--- src/rtl/cache_arbiter.sv ---
// Purpose: shares one 256-bit physical memory port between the icache (read-only)
//          and the dcache (read/write), one line transaction at a time.
// Ports:   i_pmem_* / d_pmem_* are the private per-cache pmem-style interfaces;
//          pmem_* is the shared memory side (commands, address and wdata registered,
//          rdata forwarded combinationally to both caches).
module cache_arbiter #(
  parameter int ARB_MODE = 1,   // 0: dcache always wins a tie, 1: alternate on ties
  parameter int ADDR_W   = 32,
  parameter int LINE_W   = 256
) (
  input  logic              clk,
  input  logic              rst,
  // icache side
  input  logic [ADDR_W-1:0] i_pmem_address,
  input  logic              i_pmem_read,
  output logic [LINE_W-1:0] i_pmem_rdata,
  output logic              i_pmem_resp,
  // dcache side
  input  logic [ADDR_W-1:0] d_pmem_address,
  input  logic [LINE_W-1:0] d_pmem_wdata,
  input  logic              d_pmem_read,
  input  logic              d_pmem_write,
  output logic [LINE_W-1:0] d_pmem_rdata,
  output logic              d_pmem_resp,
  // physical memory side
  output logic [ADDR_W-1:0] pmem_address,
  output logic [LINE_W-1:0] pmem_wdata,
  output logic              pmem_read,
  output logic              pmem_write,
  input  logic [LINE_W-1:0] pmem_rdata,
  input  logic              pmem_resp
);

  typedef enum logic [1:0] {IDLE, GRANT_I, GRANT_D, DONE} state_t;

  state_t state;
  logic   last_grant;   // 0 = icache, 1 = dcache
  logic   req_i;
  logic   req_d;
  logic   pick_d;

  assign req_i = i_pmem_read;
  assign req_d = d_pmem_read | d_pmem_write;

  // Winner when leaving IDLE; only meaningful when at least one request is up.
  always_comb begin
    pick_d = 1'b0;
    if (req_d) begin
      if (!req_i)
        pick_d = 1'b1;
      else if (ARB_MODE == 0)
        pick_d = 1'b1;
      else
        pick_d = ~last_grant;
    end
  end

  // Both caches see memory read data all the time; it is only valid with their resp.
  assign i_pmem_rdata = pmem_rdata;
  assign d_pmem_rdata = pmem_rdata;

  // Responses pass straight through in the pmem_resp cycle. Gating with rst keeps an
  // aborted transaction from producing a resp if reset and pmem_resp coincide.
  assign i_pmem_resp = (state == GRANT_I) & pmem_resp & ~rst;
  assign d_pmem_resp = (state == GRANT_D) & pmem_resp & ~rst;

  always_ff @(posedge clk) begin
    if (rst) begin
      state        <= IDLE;
      last_grant   <= 1'b0;
      pmem_read    <= 1'b0;
      pmem_write   <= 1'b0;
      pmem_address <= '0;
      pmem_wdata   <= '0;
    end else begin
      case (state)
        IDLE: begin
          if (req_i | req_d) begin
            last_grant <= pick_d;
            if (pick_d) begin
              state        <= GRANT_D;
              pmem_address <= d_pmem_address;
              pmem_wdata   <= d_pmem_wdata;
              // A simultaneous read+write request is treated as a write.
              pmem_write   <= d_pmem_write;
              pmem_read    <= ~d_pmem_write;
            end else begin
              state        <= GRANT_I;
              pmem_address <= i_pmem_address;
              pmem_read    <= 1'b1;
              pmem_write   <= 1'b0;
            end
          end
        end
        GRANT_I, GRANT_D: begin
          // No timeout: memory is trusted to respond eventually.
          if (pmem_resp) begin
            state      <= DONE;
            pmem_read  <= 1'b0;
            pmem_write <= 1'b0;
          end
        end
        DONE: begin
          // Turnaround cycle so a cache that just got its resp can drop its request.
          state <= IDLE;
        end
        default: begin
          state <= IDLE;
        end
      endcase
    end
  end

endmodule

--- config.mk ---
export PLATFORM = sky130hd
export DESIGN_NAME = cache_arbiter
export DESIGN_NICKNAME = d
export VERILOG_FILES = /design/src/rtl/cache_arbiter.sv
export SDC_FILE = /design/constraint.sdc
export NUM_CORES = 1
export LEC_CHECK = 0
export CORE_AREA = 5 5 539 541
export DETAILED_ROUTE_END_ITERATION = 6
export DIE_AREA = 0 0 544 546
export SYNTH_ARGS = -nofsm -noshare
export SYNTH_HDL_FRONTEND = slang
export SYNTH_SLANG_ARGS = --single-unit
export TNS_END_PERCENT = 1
--- constraint.sdc ---
create_clock -name clk -period 1.6 [get_ports clk]
set_input_delay 0.24 -clock clk [delete_from_list [all_inputs] [get_ports clk]]
set_output_delay 0.24 -clock clk [all_outputs]
set_load 0.02 [all_outputs]
## Word level (Yosys, flattened, before mapping)

Index checks and enable logic that the tools add are counted.

- Equal/unequal tests: 5
- Bitwise logic cells: 9
- Multiplexer cells: 14
- Reductions and logical operators: 7

Operators with widths:

| operator | number |
|---|---|
| 2-to-1 mux 32 bit | 1 |
| 2-to-1 mux 1 bit | 7 |
| 2-to-1 mux 2 bit | 3 |
| one-hot mux 2 bit (3 select lines) | 1 |
| AND reduction 3 bit | 2 |
| AND 1 bit | 4 |
| equality test 2 bit, second input constant | 2 |
| inequality test 2 bit, second input constant | 2 |
| one-hot mux 1 bit (2 select lines) | 2 |
| AND reduction 2 bit | 2 |
| NOT 1 bit | 3 |
| equality test 2 x 1 -> 1 bit, second input constant | 1 |
| zero test 2 bit | 1 |
| OR 1 bit | 2 |
| nonzero test 2 bit | 1 |
| OR reduction 2 bit | 1 |

- Input port bits: 582
- Register bits: 293
- Output and inout bits: 804
- Logic and storage cells: 41

## Logic depth before layout (Yosys ltp)

Gate-level depths: netlist of run 1.

- Depth after elaboration: 6
- Depth in mapped cells: 8

## Worst setup path after synthesis of run 1

Ideal clock, no wire load.

- Path kind: register -> register
- From: reg state[0]
- To: reg pmem_wdata[110]
- Stages on the path, launching flop included: 9
- Data required time: 1.530 ns
- Arrival: 1.508 ns
- Setup slack: 0.021 ns
- Period minus slack after synthesis: 1.579 ns
- Buffers on the path: 3
- Path through: dfxtp_1 inv_1 ha_1 buf_2 inv_2 clkbuf_1 buf_1 o21ai_0 a21oi_1

- Cells in the longest elaborated chain, start to end: 2

RTL lines:

| item | RTL line | text |
|---|---|---|
| start: declaration | 36 | `state_t state;` |
| start signal: assignment | 69 | `state <= IDLE;` |
| start signal: assignment | 81 | `state <= GRANT_D;` |
| start signal: assignment | 88 | `state <= GRANT_I;` |
| zero test 2 bit | 76 | `case (state)` |
| AND reduction 3 bit (no line) | -- |  |
| end signal: assignment | 83 | `pmem_wdata <= d_pmem_wdata;` |
| end: declaration | 27 | `output logic [LINE_W-1:0] pmem_wdata,` |

No other way between the ends.
A chain may end at the register's enable or synchronous reset.

## Worst setup path in the final report of run 1

- From: reg state[1]
- To: out i_pmem_resp

- Cells in the longest elaborated chain, start to end: 3

RTL lines:

| item | RTL line | text |
|---|---|---|
| equality test 2 x 1 -> 1 bit | 64 | `assign i_pmem_resp = (state == GRANT_I) & pmem_resp & ~rst;` |
| AND 1 bit (2 in series) | 64 |  |
| end: declaration | 17 | `output logic i_pmem_resp,` |

No other way between the ends.

==> run_results.csv, run 1 <==
group,metric,value,unit
run_status,outcome,"complete, but fails checks",
run_status,failed_checks,"setup timing",
cells_and_area,final_cell_mix,"clkdlybuf4s50_1 (324), dfxtp_1 (282), a21oi_1 (260)",
synth,synth_cells,1894,
power,internal_power,0.02229,W
synth,yosysTopAreaCell,"dfxtp_1",
timing,timing.final.crit_period,1.839,ns
placement,numPortBuffers,617,
synth,synth.distinct_cells,30,
detailed_routing,wl_per_cell,32.86,µm
timing,fmax,543.7,MHz
clock_tree,cts_buffers,42,
clock_tree,htree_num_levels,2,
global_routing,grt_first_pass_wirelength,223100,µm
setup_path,cp-start-kind,"flop",
setup_path,slowest_delay,0.33,ns
min_path,hp-class,"in -> reg",
power,p_clk_frac,0.252,
die,fp.dieH,546,µm
cells_and_area,final_common_cell,"clkdlybuf4s50_1",
global_routing,grt_use_total,0.1228,
synth,synth-seq-cells,293,
global_routing,grt_pass1_vias,14290,
power,p_per_area,1675,nW/µm²
clock_tree,clk_pin_slew,0.06,ns
timing,finalHoldViolations,0,
flow_run,maxCapViolCount,0,
synth,seq_area_frac_synth,0.3865,
timing,worst_slew_pin_slew,1.159,ns
timing,fin_crit_sh,1.150,
cells_and_area,nNetsFinal,2606,
setup_path,worst-setup-path-type,"reg -> out",
die,pin_count,1386,
power,power.total,0.04070,W
placement,globalplace.congestion,0.9499,
global_routing,grt_max_degree,59,
timing,slew-limit-headroom,0.2246,
detailed_routing,route.vias.total,15010,
detailed_routing,first_pass_iters,5,
synth,ys_warn_count,0,
timing,setup_ws,-0.2393,ns
detailed_routing,drc,0,
synth,synth_top_area_frac,0.3865,
cells_and_area,multi_input_area,4815,µm²
power,sequentialPowerShare,0.263,
setup_path,r2r-start,"state[1]",
die,dieArea,297000,µm²
placement,hpwl,173900,µm
setup_path,cp_slowest_cell,"dfxtp_2",
clock_tree,clock_latency,0.69,ns
global_routing,antenna_found_initial,112,
setup_path,cpLargestDelayFamily,"flip-flops",
setup_path,crit_required,1.36,ns
setup_path,timing.critical_path.cells,"inv_2 > buf_6 > ha_4 > and3b_2 > buf_12",
power,ir_drop,0.0008292,V
clock_tree,clockRootBuffer,"clkbuf_16",
setup_path,reg2reg_to,"pmem_wdata[199]",
clock_tree,cts_tree,"built",
detailed_routing,drt_iter0_drc,1173,
die,die_x,544,µm
cells_and_area,syn2layout_area_growth,60.12,%
synth,synthTopCellsByArea,"dfxtp_1 (39%), buf_4 (26%), a21oi_1 (8.6%)",
setup_path,cp-end-kind,"output pin",
global_routing,overflow,0,
detailed_routing,final_antenna_net_count,0,
synth,synth_nets,2480,
timing,fin_worst_skew,0.08577,ns
placement,place_area,22650,µm²
setup_path,crit_end,"i_pmem_resp",
clock_tree,cts.sinks,293,
setup_path,critPathArrivalTime,1.60,ns
cells_and_area,regArea,5879,µm²
setup_path,cp.depth,5,
die,core-area,284500,µm²
cells_and_area,stdcell_area,24300,µm²
cells_and_area,fill_cells,33220,
die,rows,196,
detailed_routing,wl,191700,µm
cells_and_area,drive_above_1_share,0.2487,
timing,finalSetupViolCount,20,
synth,synth_area_per_cell,8.013,µm²
setup_path,worst-path-buf-inv,3,
setup_path,reg2regPathDepth,8,
timing,rsz0062_at_grt,"true",
timing,slew_viol_final,0,
detailed_routing,viasPerCell,2.572,
power,p_sw,0.01841,W
clock_tree,cts_buffer_depth,3,
power,power.share.combinational,0.485,
setup_path,r2r_slack,-0.02,ns
setup_path,worstSetupStartpoint,"state[1]",
setup_path,path_max_fanout,2,
die,start_util,0.05335,
power,p_sw_frac,0.4523,
timing,holdWs,0.1304,ns
power,power.leakage,8.017,nW
synth,syn_area,15180,µm²
-- repair_timing --
| item | CTS | global route |
|---|---|---|
| setup endpoints to repair | 314 | 243 |
| setup buffers | 4 | 0 |
| gates resized for setup | 418 | 72 |
| hold endpoints to repair | 29 | 0 |
| pin swaps | 2 | 13 |
| hold buffers | 4 | 0 |
| cloned | 0 | 0 |
-- power groups by stage --
| stage | combinational (W) | clock, W | sequential, W |
|---|---|---|---|
| floorplan | 0.00728 | 0 | 0.0129 |
| global placement | 0.0201 | 0 | 0.0107 |
| detailed placement | 0.0200 | 0 | 0.0108 |
| CTS | 0.0199 | 0.0107 | 0.0107 |
| global route | 0.0214 | 0.0109 | 0.0109 |
| finish | 0.0197 | 0.0103 | 0.0107 |
-- cell usage after synthesis --
library cell and number:
nor3b_1 1, or3b_2 1, a311oi_1 32, a21boi_0 1
mux2i_1 2, o2bb2ai_4 1, a2bb2oi_2 1, nand2b_1 1
nand3b_1 1, ha_1 4, nor2_1 32, nand2_1 66
nor4b_2 1, buf_4 522, o21ai_1 1, nor2b_1 1
buf_1 11, buf_6 2, dfxtp_1 293, nand3_1 256
and3b_1 2, o21ai_0 259, a211o_1 1, clkbuf_1 92
inv_2 1, a221oi_1 1, o31a_1 1, a21oi_1 260
inv_1 2, buf_2 45
-- metal layers --
metal / vias to the layer above / part of all wire / global-route usage
li1: 6264 / - / -
met1: 6716 / 0.24 / 0.08492
met2: 1478 / 0.42 / 0.1845
met3: 527 / 0.28 / 0.1578
met4: 22 / 0.055 / 0.05965
met5: - / 0.0028 / 0.01104
-- layout make-up --
type                       instances  share of cell area
antenna                           21            0.002162
inverter                           3            0.001545
timing repair buffer             754              0.3029
sequential                       293              0.2419
clock inverter                    23             0.01364
multi-input combinational        926              0.1981
clock buffer                      52             0.04603
tap                             3762              0.1937
-- cells by family after synthesis --
logic type	after synthesis	synth area share
simple gates	362	0.1132
compound gates	558	0.1950
fa+ha+maj	4	0.003298
flops	293	0.3865
mux	2	0.001319
buf+inv	675	0.3007
-- through the flow --
stage	instances	setup TNS, ns	util	setup slack [ns]
floorplan	1894	0	-	0.02148
global placement	5730	-96.59	0.07961	-0.4338
detailed placement	5730	-104.63	0.07961	-0.4513
CTS	5813	-0.9242	0.08503	-0.3437
global route	5829	-10.23	0.08538	-0.3271
finish	5834	-0.6178	0.08542	-0.2393
-- how the worst min path moves through the flow --
stage / startpoint / to / depth (start not counted)
after CTS: d_pmem_wdata[234] / pmem_wdata[234] / 3
after floorplan: d_pmem_wdata[0] / pmem_wdata[0] / 2
final: d_pmem_wdata[2] / pmem_wdata[2] / 3
after global placement: pmem_wdata[238] / pmem_wdata[238] / 2
after detailed placement: pmem_wdata[58] / pmem_wdata[58] / 2
after global routing: d_pmem_wdata[2] / pmem_wdata[2] / 3
-- flip-flops by register name, summed over array words and instances (netlist names) --
register	cells
pmem_wdata	256
pmem_address	32
state	2
last_grant	1
pmem_read	1
pmem_write	1
-- worst min-delay path, cell delays in order --
cell             delay (ns)
clkdlybuf4s50_1        0.40
nand3_1                0.07
a21oi_1                0.05
Note: power is estimated with default switching activity, not from simulation.
==> inputs of run 2 (changes only) <==
- SKIP_CTS_REPAIR_TIMING: unset -> 1
==> run_results.csv, run 2 (synthesis results as in run 1) <==
group,metric,value,unit
cells_and_area,fill_cells,33200,
power,sequentialPowerShare,0.261,
timing,slew-limit-headroom,0.7626,
run_status,outcome,"complete, but fails checks",
power,p_sw_frac,0.4499,
power,power.share.combinational,0.486,
timing,holdWs,0.02633,ns
setup_path,cp_slowest_cell,"dfxtp_2",
timing,finalSetupViolCount,4,
global_routing,overflow,0,
global_routing,busiest_layer,"met2",
cells_and_area,final_cell_mix,"clkdlybuf4s50_1 (324), dfxtp_1 (289), a21oi_1 (259)",
power,internal_power,0.02240,W
cells_and_area,syn2layout_area_growth,61.55,%
min_path,hp-class,"in -> reg",
detailed_routing,wl,191500,µm
global_routing,use_met2,0.1839,
die,start_util,0.05335,
die,rows,196,
cells_and_area,reg.largest.list,"pmem_wdata x256, pmem_address x32, state x2",
setup_path,path_max_fanout,3,
clock_tree,clock_latency,0.69,ns
setup_path,cp-end-kind,"output pin",
timing,worst_slew_pin_slew,0.3554,ns
setup_path,r2r-start,"state[0]",
flow_run,maxCapViolCount,0,
min_path,hold_start,"rst",
timing,fmax,541.5,MHz
detailed_routing,final_antenna_net_count,0,
global_routing,grt_first_pass_wirelength,222500,µm
die,fp.dieH,546,µm
detailed_routing,viasPerCell,2.571,
timing,timing.final.crit_period,1.847,ns
power,p_clk_frac,0.252,
global_routing,grt_max_degree,59,
cells_and_area,drive_above_1_share,0.2008,
setup_path,crit_required,1.36,ns
global_routing,antenna_found_initial,111,
global_routing,grt_pass1_vias,14190,
clock_tree,htree_num_levels,2,
global_routing,grt_use_total,0.1226,
die,pin_count,1386,
die,core-area,284500,µm²
cells_and_area,nNetsFinal,2602,
die,die_x,544,µm
run_status,failed_checks,"setup timing",
global_routing,use_met1,0.08479,
clock_tree,cts_buffers,42,
placement,hpwl,173900,µm
cells_and_area,final_common_cell,"clkdlybuf4s50_1",
detailed_routing,route.vias.total,14990,
setup_path,worst-setup-path-type,"reg -> out",
setup_path,critPathArrivalTime,1.61,ns
detailed_routing,drt_iter0_drc,1217,
die,dieArea,297000,µm²
placement,globalplace.congestion,0.9499,
detailed_routing,wl_per_cell,32.84,µm
global_routing,met3_usage,0.1583,
timing,rsz0062_at_grt,"true",
power,p_sw,0.01832,W
timing,setup_ws,-0.2468,ns
cells_and_area,largest_reg_flops,256,
timing,fin_worst_skew,0.08383,ns
power,ir_drop,0.0008246,V
clock_tree,cts_buffer_depth,3,
clock_tree,cts_tree,"built",
placement,numPortBuffers,617,
timing,fin_crit_sh,1.154,
setup_path,timing.critical_path.cells,"inv_2 > buf_6 > ha_4 > and3b_2 > buf_12",
timing,slew_viol_final,0,
setup_path,reg2regPathDepth,8,
timing,finalHoldViolations,0,
power,power.leakage,9.512,nW
min_path,hold_path_depth,3,
cells_and_area,largest_register,"pmem_wdata",
setup_path,worstSetupStartpoint,"state[1]",
clock_tree,cts.sinks,293,
detailed_routing,drc,0,
clock_tree,clockRootBuffer,"clkbuf_16",
placement,place_ws,-0.4513,ns
detailed_routing,first_pass_iters,5,
setup_path,cp-start-kind,"flop",
power,p_per_area,1661,nW/µm²
setup_path,slowest_delay,0.33,ns
clock_tree,clk_pin_slew,0.08,ns
## run 2: cell types whose count changed in the layout (fill, tap and decap cells not counted), moves of 9 or more
cell	previous run	this run
dlymetal6s2s_1	0	101
clkdlybuf4s15_2	69	0
o21ai_0	204	240
o21ai_1	56	20
buf_2	34	0
clkbuf_2	2	14
clkdlybuf4s15_1	9	0
## run 2: path summary, 6_finish.rpt
| path | end | slack, ns |
|---|---|---|
| min reg2reg | pmem_wdata[196] | 0.47 |
| max reg2reg | pmem_write | -0.03 |
| max | i_pmem_resp | -0.25 |
| min | pmem_wdata[219] | 0.03 |
## run 2: layout make-up
cell class / instances / area [µm²] / area share
Timing Repair Buffer: 750 / 7590 / 0.3096
Sequential cell: 293 / 5871 / 0.2394
Multi-Input combinational cell: 926 / 4808 / 0.1961
Tap cell: 3762 / 4707 / 0.1920
Clock buffer: 52 / 1119 / 0.04562
Clock inverter: 23 / 331.6 / 0.01352
Antenna cell: 22 / 55.05 / 0.002245
Inverter: 3 / 37.54 / 0.001531
## run 2: critical path: cells and delay by family (launching register included)
family,cells,cell delay [ns]
fa+ha+maj,1,0.14
flops,1,0.33
simple gates,1,0.21
buf+inv,3,0.30
## run 2: metal layers
metal	share of wire	routed length, µm	up-vias
met3	0.28	54350	534
met4	0.057	10830	12
met1	0.24	45140	6733
met2	0.42	80900	1455
li1	-	-	6258
met5	0.0014	270	-
## run 2: power by group through the flow
stage | Sequential (W) | Combinational [W] | Clock (W)
floorplan | 0.0129 | 0.00728 | 0
global placement | 0.0107 | 0.0201 | 0
detailed placement | 0.0108 | 0.0200 | 0
CTS | 0.0107 | 0.0201 | 0.0107
global route | 0.0109 | 0.0215 | 0.0109
finish | 0.0106 | 0.0198 | 0.0103
## run 2: metrics by stage
| stage | instance area (µm²) | std cells | setup TNS, ns | total power (W) | util |
|---|---|---|---|---|---|
| after floorplan | 15180 | 1894 | 0 | 0.02018 | - |
| after global placement | 22650 | 5730 | -96.59 | 0.03078 | 0.07961 |
| after detailed placement | 22650 | 5730 | -104.63 | 0.03082 | 0.07961 |
| after CTS | 24100 | 5805 | -46.36 | 0.04147 | 0.08470 |
| after global routing | 24510 | 5826 | -8.977 | 0.04323 | 0.08615 |
| final | 24520 | 5831 | -0.4659 | 0.04071 | 0.08619 |
